### src/rtl/divn_iter.sv
`default_nettype none
// ============================================================================
//  Module      : divn_iter
//  Description : Iterative restoring radix-2 divider, WIDTH-bit operands,
//                STEPS quotient bits per clock, signed/unsigned per operation,
//                divide-by-zero flag, start/busy/done handshake.
//  Revision    : 1.0 - initial release
// ============================================================================
module divn_iter #(
  parameter int WIDTH = 64,
  parameter int STEPS = 1
) (
  input  logic             clk,
  input  logic             rst_n,
  input  logic             start,
  input  logic             sel,
  input  logic [WIDTH-1:0] a,
  input  logic [WIDTH-1:0] b,
  output logic             busy,
  output logic             done,
  output logic [WIDTH-1:0] quotient,
  output logic [WIDTH-1:0] remainder,
  output logic             err
);

  localparam int CW = $clog2(WIDTH + 1);
  localparam logic [CW-1:0] c_last = CW'(WIDTH - STEPS);
  localparam logic [CW-1:0] c_step = CW'(STEPS);

  typedef enum logic [1:0] {
    S_IDLE = 2'd0,
    S_CALC = 2'd1,
    S_FIX  = 2'd2
  } state_t;

  state_t r_state;
  state_t w_state_next;

  logic [2*WIDTH-1:0] r_acc;
  logic [WIDTH-1:0]   r_div;
  logic [WIDTH-1:0]   r_a_raw;
  logic [CW-1:0]      r_count;
  logic               r_a_neg;
  logic               r_q_neg;
  logic               r_err_pending;

  logic               w_a_neg;
  logic               w_b_neg;
  logic [WIDTH-1:0]   w_a_mag;
  logic [WIDTH-1:0]   w_b_mag;
  logic               w_b_zero;
  logic [2*WIDTH-1:0] w_acc_next;
  logic [WIDTH:0]     w_partial;
  logic [WIDTH-1:0]   w_q_mag;
  logic [WIDTH-1:0]   w_r_mag;

  // Operand signs only matter in signed mode; magnitudes feed the unsigned core.
  assign w_a_neg  = sel & a[WIDTH-1];
  assign w_b_neg  = sel & b[WIDTH-1];
  assign w_a_mag  = w_a_neg ? (~a + 1'b1) : a;
  assign w_b_mag  = w_b_neg ? (~b + 1'b1) : b;
  assign w_b_zero = (b == '0);
  assign w_q_mag  = r_acc[WIDTH-1:0];
  assign w_r_mag  = r_acc[2*WIDTH-1:WIDTH];

  // STEPS restoring sub-iterations per clock. The bit shifted out of the top
  // of the accumulator is kept in w_partial[WIDTH] so that a partial
  // remainder larger than 2^WIDTH-1 still compares correctly.
  always_comb begin
    w_acc_next = r_acc;
    w_partial  = '0;
    for (int i = 0; i < STEPS; i++) begin
      w_partial = w_acc_next[2*WIDTH-1:WIDTH-1];
      if (w_partial >= {1'b0, r_div}) begin
        w_partial  = w_partial - {1'b0, r_div};
        w_acc_next = {w_partial[WIDTH-1:0], w_acc_next[WIDTH-2:0], 1'b1};
      end else begin
        w_acc_next = {w_acc_next[2*WIDTH-2:0], 1'b0};
      end
    end
  end

  // State register.
  always_ff @(posedge clk or negedge rst_n) begin
    if (!rst_n) r_state <= S_IDLE;
    else        r_state <= w_state_next;
  end

  // Next-state logic; a zero divisor skips the iteration phase entirely.
  always_comb begin
    w_state_next = r_state;
    case (r_state)
      S_IDLE: if (start) w_state_next = w_b_zero ? S_FIX : S_CALC;
      S_CALC: if (r_count == c_last) w_state_next = S_FIX;
      S_FIX:  w_state_next = S_IDLE;
      default: w_state_next = S_IDLE;
    endcase
  end

  // Datapath and registered outputs; results only change in FIX.
  always_ff @(posedge clk or negedge rst_n) begin
    if (!rst_n) begin
      r_acc         <= '0;
      r_div         <= '0;
      r_a_raw       <= '0;
      r_count       <= '0;
      r_a_neg       <= 1'b0;
      r_q_neg       <= 1'b0;
      r_err_pending <= 1'b0;
      busy          <= 1'b0;
      done          <= 1'b0;
      quotient      <= '0;
      remainder     <= '0;
      err           <= 1'b0;
    end else begin
      done <= 1'b0;
      busy <= (w_state_next != S_IDLE);
      case (r_state)
        S_IDLE: begin
          if (start) begin
            r_acc         <= {{WIDTH{1'b0}}, w_a_mag};
            r_div         <= w_b_mag;
            r_a_raw       <= a;
            r_a_neg       <= w_a_neg;
            r_q_neg       <= w_a_neg ^ w_b_neg;
            r_err_pending <= w_b_zero;
            r_count       <= '0;
          end
        end
        S_CALC: begin
          r_acc   <= w_acc_next;
          r_count <= r_count + c_step;
        end
        S_FIX: begin
          if (r_err_pending) begin
            quotient  <= '1;
            remainder <= r_a_raw;
          end else begin
            quotient  <= r_q_neg ? (~w_q_mag + 1'b1) : w_q_mag;
            remainder <= r_a_neg ? (~w_r_mag + 1'b1) : w_r_mag;
          end
          err  <= r_err_pending;
          done <= 1'b1;
        end
        default: ;
      endcase
    end
  end

endmodule
`default_nettype wire
### config.mk
export PLATFORM = sky130hd
export DESIGN_NAME = divn_iter
export DESIGN_NICKNAME = d
export VERILOG_FILES = /design/src/rtl/divn_iter.sv
export SDC_FILE = /design/constraint.sdc
export NUM_CORES = 1
export LEC_CHECK = 0
export CAP_MARGIN = 20
export CORE_AREA = 2 2 239 241
export CTS_BUF_LIST = sky130_fd_sc_hd__clkbuf_8
export DETAILED_ROUTE_END_ITERATION = 8
export DIE_AREA = 0 0 241 243
export GPL_TIMING_DRIVEN = 0
export PLACE_DENSITY = 0.65
export SLEW_MARGIN = 20
export SYNTH_ARGS = -nofsm -noshare
export SYNTH_HDL_FRONTEND = slang
export SYNTH_SLANG_ARGS = --single-unit
### constraint.sdc
create_clock -name clk -period 4.1 [get_ports clk]
set_input_delay 0.41 -clock clk [delete_from_list [all_inputs] [get_ports clk]]
set_output_delay 0.41 -clock clk [all_outputs]
set_load 0.005 [all_outputs]
After elaboration in Yosys (flattened, before gate mapping)
Index checks and enable logic that the tools add are counted.
- RAM bits: 0
- latch bits: 0
- bits of input ports: 132
- register bits after elaboration: 399
- memories kept: 0
- logic and storage cells: 53
- bits in read-only memories: 0
- $add $sub $neg: 6
- multiplexer cells: 16
- shift-type cells: 0
- bitwise logic cells: 7
- divide/modulo/power cells: 0
- reductions and logical operators: 6
- equal/unequal tests: 4
- magnitude comparators: 1
- multiply operators: 0
- operator list (cell ; count):
    $mux W64 ; 6
    $add A64 B1 Y64 const B ; 4
    $mux W128 ; 2
    $not A64 Y64 ; 4
    $pmux W128 S2 ; 1
    $ge A65 B64 Y1 ; 1
    $logic_not A64 Y1 ; 1
    $sub A64 B64 Y64 ; 1
    $pmux W7 S2 ; 1
    $add A7 B1 Y7 const B ; 1
    $eq A7 B6 Y1 const B ; 1
    $mux W7 ; 1
    $mux W2 ; 3
    $pmux W2 S2 ; 1
    $reduce_and A2 Y1 ; 2
    $reduce_bool A2 Y1 ; 2
    $and A1 B1 Y1 ; 2
    $eq A2 B1 Y1 const B ; 1
    $eq A2 B2 Y1 const B ; 1
    $logic_not A2 Y1 ; 1
    $ne A2 B2 Y1 const B ; 1
    $mux W1 ; 1
    $xor A1 B1 Y1 ; 1

Logic depth before layout (Yosys ltp)
- depth in word-level cells: 5
- mapped depth: 15
- depth with buffers taken out: 14

Least setup slack after synthesis
Ideal clock, no wire load.
- kind: reg2reg
- from: register r_acc[76]
- to: register r_acc[124]
- period minus slack after synthesis: 3513 ps
- buffers on the path: 1
- arrival time: 3426 ps
- required time: 4013 ps
- setup time: 87 ps
- stages on the path, launching flop included: 13
- slack: 587 ps
- cell sequence: dfrtp_1 > ha_1 > clkbuf_1 > nand4_1 > or3_1 > nand2b_1 > a2111oi_0 > o21a_1 > o41ai_1 > o41ai_1 > nand3_1 > mux2_2 > o211ai_1
- cells in the longest elaborated chain, start to end: 3
- ends and longest elaborated chain (item ; line ; source):
    start: declaration ; 39 ; logic [2*WIDTH-1:0] r_acc;
    start signal: assignment ; 121 ; r_acc <= {{WIDTH{1'b0}}, w_a_mag};
    start signal: assignment ; 131 ; r_acc <= w_acc_next;
    $sub A64 B64 Y64 / $ge A65 B64 Y1 (equally long branches) ; 75, 74 ;
    $mux W128 * ; 74 ; if (w_partial >= {1'b0, r_div}) begin
    $pmux W128 S2 * ; 118 ; case (r_state)
Every way passes the cells marked *; elsewhere a longest branch is shown, timed or not.
A chain may end at the register's enable or synchronous reset.

Worst setup path in the final report
- from: register r_acc[75]
- to: register r_acc[103]
The elaborated chain is that of the path after synthesis.

==> results <==
cells by family after synthesis:
logic type | Yosys count | share of synthesized area, %
flops | 399 | 39.98
mux | 17 | 0.6864
compound gates | 941 | 22.35
buf+inv | 295 | 4.439
simple gates | 1024 | 18.45
fa+ha+maj | 70 | 3.537
xor+xnor | 301 | 10.56
registers in the layout, indices dropped and copies added (netlist names), 2 cells and up:
name,count
quotient,64
r_acc,128
r_a_raw,64
r_div,64
r_state,2
remainder,64
r_count,7
final cells by class:
| type | instances | area (um2) |
|---|---|---|
| Tap cell | 756 | 945.9 |
| Inverter | 107 | 401.6 |
| Clock inverter | 34 | 200.2 |
| Timing Repair Buffer | 269 | 2760 |
| Sequential cell | 399 | 9986 |
| Antenna cell | 2 | 5.005 |
| Multi-Input combinational cell | 2353 | 13980 |
| Buffer | 182 | 699.4 |
| Clock buffer | 92 | 1266 |
| Fill cell | 5368 | 25700 |
per-layer routing:
layer | global-route usage [%] | vias up
li1 | - | 11380
met1 | 39.44 | 11300
met2 | 51.50 | 767
met3 | 3.912 | 175
met5 | 0 | -
met4 | 11.84 | 2
cell usage after synthesis (3+ instances only):
master	count
nand2_1	488
dfrtp_1	399
o21ai_0	374
a21oi_1	262
nor2_1	233
xor2_1	183
clkbuf_1	173
xnor2_1	118
inv_1	107
a22oi_1	69
ha_1	69
o31ai_1	58
or3_1	52
nor3_1	46
a21o_1	38
nand3_1	38
nor4_1	27
o41ai_1	26
nand4_1	23
and3_1	20
or4_1	20
o21bai_1	18
a31oi_1	17
nand2b_1	17
mux2i_1	16
buf_1	14
or2_2	13
a32oi_1	12
nor2b_1	12
o21a_1	10
a22o_1	8
and2_1	8
o211ai_1	6
a211oi_1	5
a21boi_0	5
a311oi_1	5
nand3b_1	5
nand4b_1	4
o221a_2	4
a31o_2	3
and4_1	3
o31a_1	3
or4_4	3
or4b_2	3
timing repair:
item	in CTS	in global routing
buffers inserted	3	0
endpoints found under the hold margin	204	0
hold buffers	1	0
pin swaps	2	0
endpoints found under the setup margin	66	40
gates resized for setup	19	16
critical path, cell delays in order, from the launching register on:
cell and delay, ns:
dfrtp_1 0.50, ha_2 0.47, nand4_1 0.22, or3_4 0.49
nor3_1 0.21, nand3_1 0.15, nor4_4 0.40, nor4_1 0.11
o221a_2 0.16, clkbuf_2 0.21, or4b_2 0.69, a32o_1 0.27
through the flow:
stage | setup TNS [ns] | cells | setup WS, ns | hold WS [ns]
6_report | 0 | 4194 | 0.09779 | 0.1148
5_1_grt | 0 | 4193 | 0.002131 | 0.1415
2_1_floorplan | 0 | 3047 | 0.5873 | 0.1144
3_5_place_dp | -38.10 | 4068 | -0.8151 | 0.2537
4_1_cts | 0 | 4194 | 0.02756 | 0.06173
3_3_place_gp | -5801.82 | 4064 | -14.52 | 0.4528
final timing paths:
path,end,slack (ns)
max in group asynchronous,r_div[50]$_DFFE_PN0P_,2.15
worst max register to register,r_acc[103]$_DFFE_PN0P_,0.1
worst min-delay path,r_a_raw[25]$_DFFE_PN0P_,0.11
worst max-delay path,r_acc[103]$_DFFE_PN0P_,0.1
worst min register to register,quotient[0]$_DFFE_PN0P_,0.47
min in group asynchronous,quotient[10]$_DFFE_PN0P_,0.19
power by group:
part | internal (mW) | switching, mW
clock network | 2.09 | 1.77
logic | 5.50 | 8.17
registers | 5.40 | 1.79
==> results.toml <==
[timing]
grt_setup_unrepaired = "no"
worst_pin_slew_ns = 1.124
finalCritPeriodShare_pct = 97.61
slew_viol_final = 0
timing.fmax_mhz = 249.9
slew_headroom_pct = 24.81
fin_worst_skew_ns = 0.03999
setup_viol = 0
finalHoldViolCount = 0
post-route-min-period_ns = 4.002

[critical_path]
cp-startpoint = "r_acc[75]$_DFFE_PN0P_"
cp-end-kind = "flip-flop"
worst-r2r-cell-count = 11
critPathMaxFanout = 10
crit_arrival_ns = 4.53
crit_path_start_kind = "flip-flop"
worstReg2RegStart = "r_acc[75]$_DFFE_PN0P_"
required_ns = 4.63
worst-setup-path-type = "flip-flop to flip-flop"

[yosys]
seq_area_frac_synth_pct = 39.98
async_flop_share_pct = 100.0
synth_top_cell_by_area = "dfrtp_1"
synthTopCellsByArea = "dfrtp_1 40%, o21ai_0 7.5%, nand2_1 7.3%"
synthDominantCellAreaShare_pct = 39.98
netlist_area_um2 = 24970
syn-instance-count = 3047
avgSynthCellArea_um2 = 8.196
syn_nets = 3249
yosysUniqueCellTypes = 66
ys_warn_count = 0
ys_ff_latch = 399
synth_edf_count = 0
synth_top_flop_cell = "dfrtp_1"

[cts]
clockBufferDepth = 3
cts_tree = "done"
root_buffer = "clkbuf_8"
cts_sinks = 399
cts.htree.levels = 3
clk_pin_slew_ns = 0.06
numCtsBuffers = 72
clock_latency_ns = 0.67

[job]
maxCapViolCount = 0

[place]
numPortBuffers = 261
hpwl_mm = 71.21
placed_area_um2 = 28650
gp_congestion = 0.9380

[grt]
grt_usage_pct = 30.45
grt_max_degree = 101
antenna_found_initial = 3
grt_pass1_wl_mm = 137.1
grt_overflow = 0
grt_pass1_vias = 23670

[floorplanning]
die_x_um = 241
ios = 263
start_util_pct = 44.64
die_h_um = 243
die_area_um2 = 58560
core.rowCount = 87
core_area_um2 = 55950

[layout]
fin_util_pct = 54.06
final_common_cell = "nand2_1"
layout_common_cells = "488 x nand2_1, 398 x dfrtp_1, 373 x o21ai_0"
syn_to_final_growth_pct = 21.11
stdcell_area_um2 = 30250
drive_gt1_share_pct = 5.210
nets = 3586

[power]
p_total_mw = 24.72
p_per_area_nw_per_um2 = 817.2
p_leak_nw = 12.68
ir_drop_uv = 315.9

[routing]
wl_per_cell_um = 21.43
drcViolationCount = 0
num_vias = 23630
met1_length_mm = 39.17
vias_per_cell = 5.633
highest_layer = "met5"
ant_nets = 0
drt_iter0_drc = 1636
firstDrtPassIters = 5
dr_wl_met2_mm = 42.81
dr_wl_met3_mm = 4.618
wirelength_mm = 89.86

[min_path]
hold_depth = 3
min_from = "a[25]"
holdCritPathClass = "input port to flip-flop"

[run_status]
status = "complete, no violations"
Note: power is estimated with default switching activity, not from simulation.
==> edit, RTL diff (same flow settings) <==
Add an input register stage for `start`, `sel`, `a` and `b`; this delays them by one clock.
--- a/src/rtl/divn_iter.sv
+++ b/src/rtl/divn_iter.sv
@@ -33,6 +33,18 @@
     S_FIX  = 2'd2
   } state_t;
 
+  logic start_q;
+  logic sel_q;
+  logic [WIDTH-1:0] a_q;
+  logic [WIDTH-1:0] b_q;
+
+  always_ff @(posedge clk) begin
+    start_q <= start;
+    sel_q   <= sel;
+    a_q     <= a;
+    b_q     <= b;
+  end
+
   state_t r_state;
   state_t w_state_next;
 
@@ -55,11 +67,11 @@
   logic [WIDTH-1:0]   w_r_mag;
 
   // Operand signs only matter in signed mode; magnitudes feed the unsigned core.
-  assign w_a_neg  = sel & a[WIDTH-1];
-  assign w_b_neg  = sel & b[WIDTH-1];
-  assign w_a_mag  = w_a_neg ? (~a + 1'b1) : a;
-  assign w_b_mag  = w_b_neg ? (~b + 1'b1) : b;
-  assign w_b_zero = (b == '0);
+  assign w_a_neg  = sel_q & a_q[WIDTH-1];
+  assign w_b_neg  = sel_q & b_q[WIDTH-1];
+  assign w_a_mag  = w_a_neg ? (~a_q + 1'b1) : a_q;
+  assign w_b_mag  = w_b_neg ? (~b_q + 1'b1) : b_q;
+  assign w_b_zero = (b_q == '0);
   assign w_q_mag  = r_acc[WIDTH-1:0];
   assign w_r_mag  = r_acc[2*WIDTH-1:WIDTH];
 
@@ -90,7 +102,7 @@
   always_comb begin
     w_state_next = r_state;
     case (r_state)
-      S_IDLE: if (start) w_state_next = w_b_zero ? S_FIX : S_CALC;
+      S_IDLE: if (start_q) w_state_next = w_b_zero ? S_FIX : S_CALC;
       S_CALC: if (r_count == c_last) w_state_next = S_FIX;
       S_FIX:  w_state_next = S_IDLE;
       default: w_state_next = S_IDLE;
@@ -117,10 +129,10 @@
       busy <= (w_state_next != S_IDLE);
       case (r_state)
         S_IDLE: begin
-          if (start) begin
+          if (start_q) begin
             r_acc         <= {{WIDTH{1'b0}}, w_a_mag};
             r_div         <= w_b_mag;
-            r_a_raw       <= a;
+            r_a_raw       <= a_q;
             r_a_neg       <= w_a_neg;
             r_q_neg       <= w_a_neg ^ w_b_neg;
             r_err_pending <= w_b_zero;
Formal check against the unedited RTL: not equivalent (Yosys sat finds a counterexample within 4 cycles, from zero or initial values and one cycle with rst_n low).
==> edit against the original RTL <==
Wire length increased by 6.7%; hold slack improved by 0.0089 ns; sequential power increased by 14%; die area unchanged; sequential cell count increased by 130; sequential share of layout area increased by 4.2 points; power increased by 0.91%; worst setup slack improved by 0.031 ns; design area increased by 12%; synthesized area increased by 12%; global-route usage increased by 2.1 points; largest power group unchanged.
==> edit: results (changes against the original RTL) <==
\begin{tabular}{lr}
\hline
Metric & Value \\
\hline
\multicolumn{2}{l}{\textbf{Cells and area}} \\
Antenna cells & 0 (was 2) \\
Fraction of layout cells with a size suffix above 1 & 6.22\% (was 5.21\%) \\
Layout net count & 3807 (was 3586) \\
\multicolumn{2}{l}{\textbf{GRT}} \\
Overall Global Routing Usage & 32.6\% (was 30.5\%) \\
Largest net degree at the start of global routing & 100 (was 101) \\
Wire length of the first global-routing pass & 147000 um (was 137000 um) \\
Initial antenna violation count & 2 (was 3) \\
\multicolumn{2}{l}{\textbf{Logic synthesis}} \\
Number of synthesized register bits & 529 (was 399) \\
Leading post-synthesis cells by cell area & sky130\_fd\_sc\_hd\_\_dfrtp\_1, sky130\_fd\_sc\_hd\_\_dfxtp\_1, sky130\_fd\_sc\_hd\_\_nand2\_1 (was sky130\_fd\_sc\_hd\_\_dfrtp\_1, sky130\_fd\_sc\_hd\_\_o21ai\_0, sky130\_fd\_sc\_hd\_\_nand2\_1) \\
Proportion of register bits with asynchronous set or reset after synthesis & 75.4\% (was 100\%) \\
Top post-synthesis cells by count & sky130\_fd\_sc\_hd\_\_nand2\_1, sky130\_fd\_sc\_hd\_\_dfrtp\_1, sky130\_fd\_sc\_hd\_\_o21ai\_0 (unchanged) \\
Portion of the post-synthesis area used by sequential elements & 45.0\% (was 40.0\%) \\
Unique masters post-synth & 79 (was 66) \\
\multicolumn{2}{l}{\textbf{Place}} \\
HPWL after detailed placement & 74700 um (was 71200 um) \\
Buffers on Ports & 262 (was 261) \\
GP Congestion & 0.947 (was 0.938) \\
\multicolumn{2}{l}{\textbf{CTS}} \\
Latest clock arrival within the worst-skew pair & 0.73 ns (was 0.67 ns) \\
Root buf cell & sky130\_fd\_sc\_hd\_\_clkbuf\_8 (unchanged) \\
Number of buffers on the longest clock path & 3 (unchanged) \\
TritonCTS buffer count & 89 (was 72) \\
\multicolumn{2}{l}{\textbf{Routing}} \\
Via count & 25700 (was 23600) \\
Aggregate routed wire length & 95900 um (was 89900 um) \\
Total iterations of the first detailed-routing run & 5 (unchanged) \\
\multicolumn{2}{l}{\textbf{Pwr}} \\
Leakage power of the design & 14.5 nW (was 12.7 nW) \\
Max rail drop VDD & 421 uV (was 316 uV) \\
\multicolumn{2}{l}{\textbf{Setup path}} \\
Worst Path Arrival & 4.52 ns (was 4.53 ns) \\
Cell type of the slowest stage on the worst timing path & sky130\_fd\_sc\_hd\_\_dfrtp\_1 (was sky130\_fd\_sc\_hd\_\_or4b\_2) \\
Delay of the slowest critical-path stage & 0.48 ns (was 0.69 ns) \\
Crit-path max FO & 5 (was 10) \\
\multicolumn{2}{l}{\textbf{STA}} \\
Slew at the pin with the worst max-slew slack & 1.18 ns (was 1.12 ns) \\
\multicolumn{2}{l}{\textbf{Run status}} \\
Run status & completed (unchanged) \\
\hline
\end{tabular}
==> edit: changes by cell type in the layout (fill, tap and decap cells not counted), moves of 14 or more <==
cell / change
sky130_fd_sc_hd__dfxtp_1: +130
sky130_fd_sc_hd__nand2_1: +35
sky130_fd_sc_hd__mux2i_1: +19
sky130_fd_sc_hd__nor2_1: +17
sky130_fd_sc_hd__xor2_1: -17
sky130_fd_sc_hd__nand4_1: +14
sky130_fd_sc_hd__o21ai_0: -14
==> edit: path summary, 6_finish.rpt <==
path                                      end          from  cells past startpoint  slack (ns)
worst max register to register     r_acc[120]     r_acc[63]                     14        0.13
min in group asynchronous        quotient[15]         rst_n                      2        0.19
worst min register to register   quotient[49]  quotient[49]                      2        0.46
max in group asynchronous       remainder[55]         rst_n                      4        2.60
worst min-delay path                  b_q[63]         b[63]                      1        0.12
worst max-delay path               r_acc[120]     r_acc[63]                     14        0.13
==> edit: final cells by class <==
cell class	count	area, sq um	area share (%)
Clock inverter	62	571	1.69
Sequential cell	529	12600	37.2
Tap cell	756	946	2.79
Timing Repair Buffer	273	2800	8.27
Multi-Input combinational cell	2428	14400	42.7
Clock buffer	103	1420	4.19
Buffer	176	687	2.03
Inverter	108	405	1.20
==> edit: through the flow <==
stage	utilization (%)	TNS [ns]	total power [W]	std cells	worst slack [ns]
after floorplan	-	0	0.0157	3251	0.620
after global placement	56.4	-5696.33	0.0190	4269	-14.27
after detailed placement	56.6	-26.40	0.0192	4275	-0.537
after CTS	60.3	0	0.0246	4438	0.00808
after global routing	60.5	-0.100	0.0266	4435	-0.0400
final	60.5	0	0.0249	4435	0.129
==> edit: report_power, final <==
group	switching [W]	total, W	internal [W]
combinational	0.00693	0.0115	0.00455
sequential	0.00177	0.00821	0.00645
clock	0.00229	0.00525	0.00296
total	0.0110	0.0249	0.0140
==> edit: cells by family after synthesis <==
logic type      after synthesis  synth area share, %
simple gates               1111                 17.9
buf+inv                     294                 3.98
fa+ha+maj                    70                 3.16
xor+xnor                    288                 9.01
compound gates              922                 19.6
mux                          37                 1.33
flops                       529                 45.0
==> edit: routing by layer <==
layer | part of all wire (%) | global-route usage [%]
met1 | 42 | 41.8
met3 | 5.2 | 3.67
met5 | 0.014 | 0
met2 | 48 | 54.8
met4 | 4.7 | 15.3
==> edit: critical path, delay by kind of cell (launching register included) <==
family          cells  cell delay, ns
fa+ha+maj           2            0.63
compound gates      9            2.20
flops               1            0.48
buf+inv             2            0.24
xor+xnor            1            0.22
==> edit: repair_timing <==
item | CTS | global route
endpoints found under the hold margin | 102 | 0
buffers inserted | 1 | 3
pin swaps | 1 | 2
setup endpoints to repair | 73 | 72
resized for setup | 20 | 22
hold buffers | 1 | 0
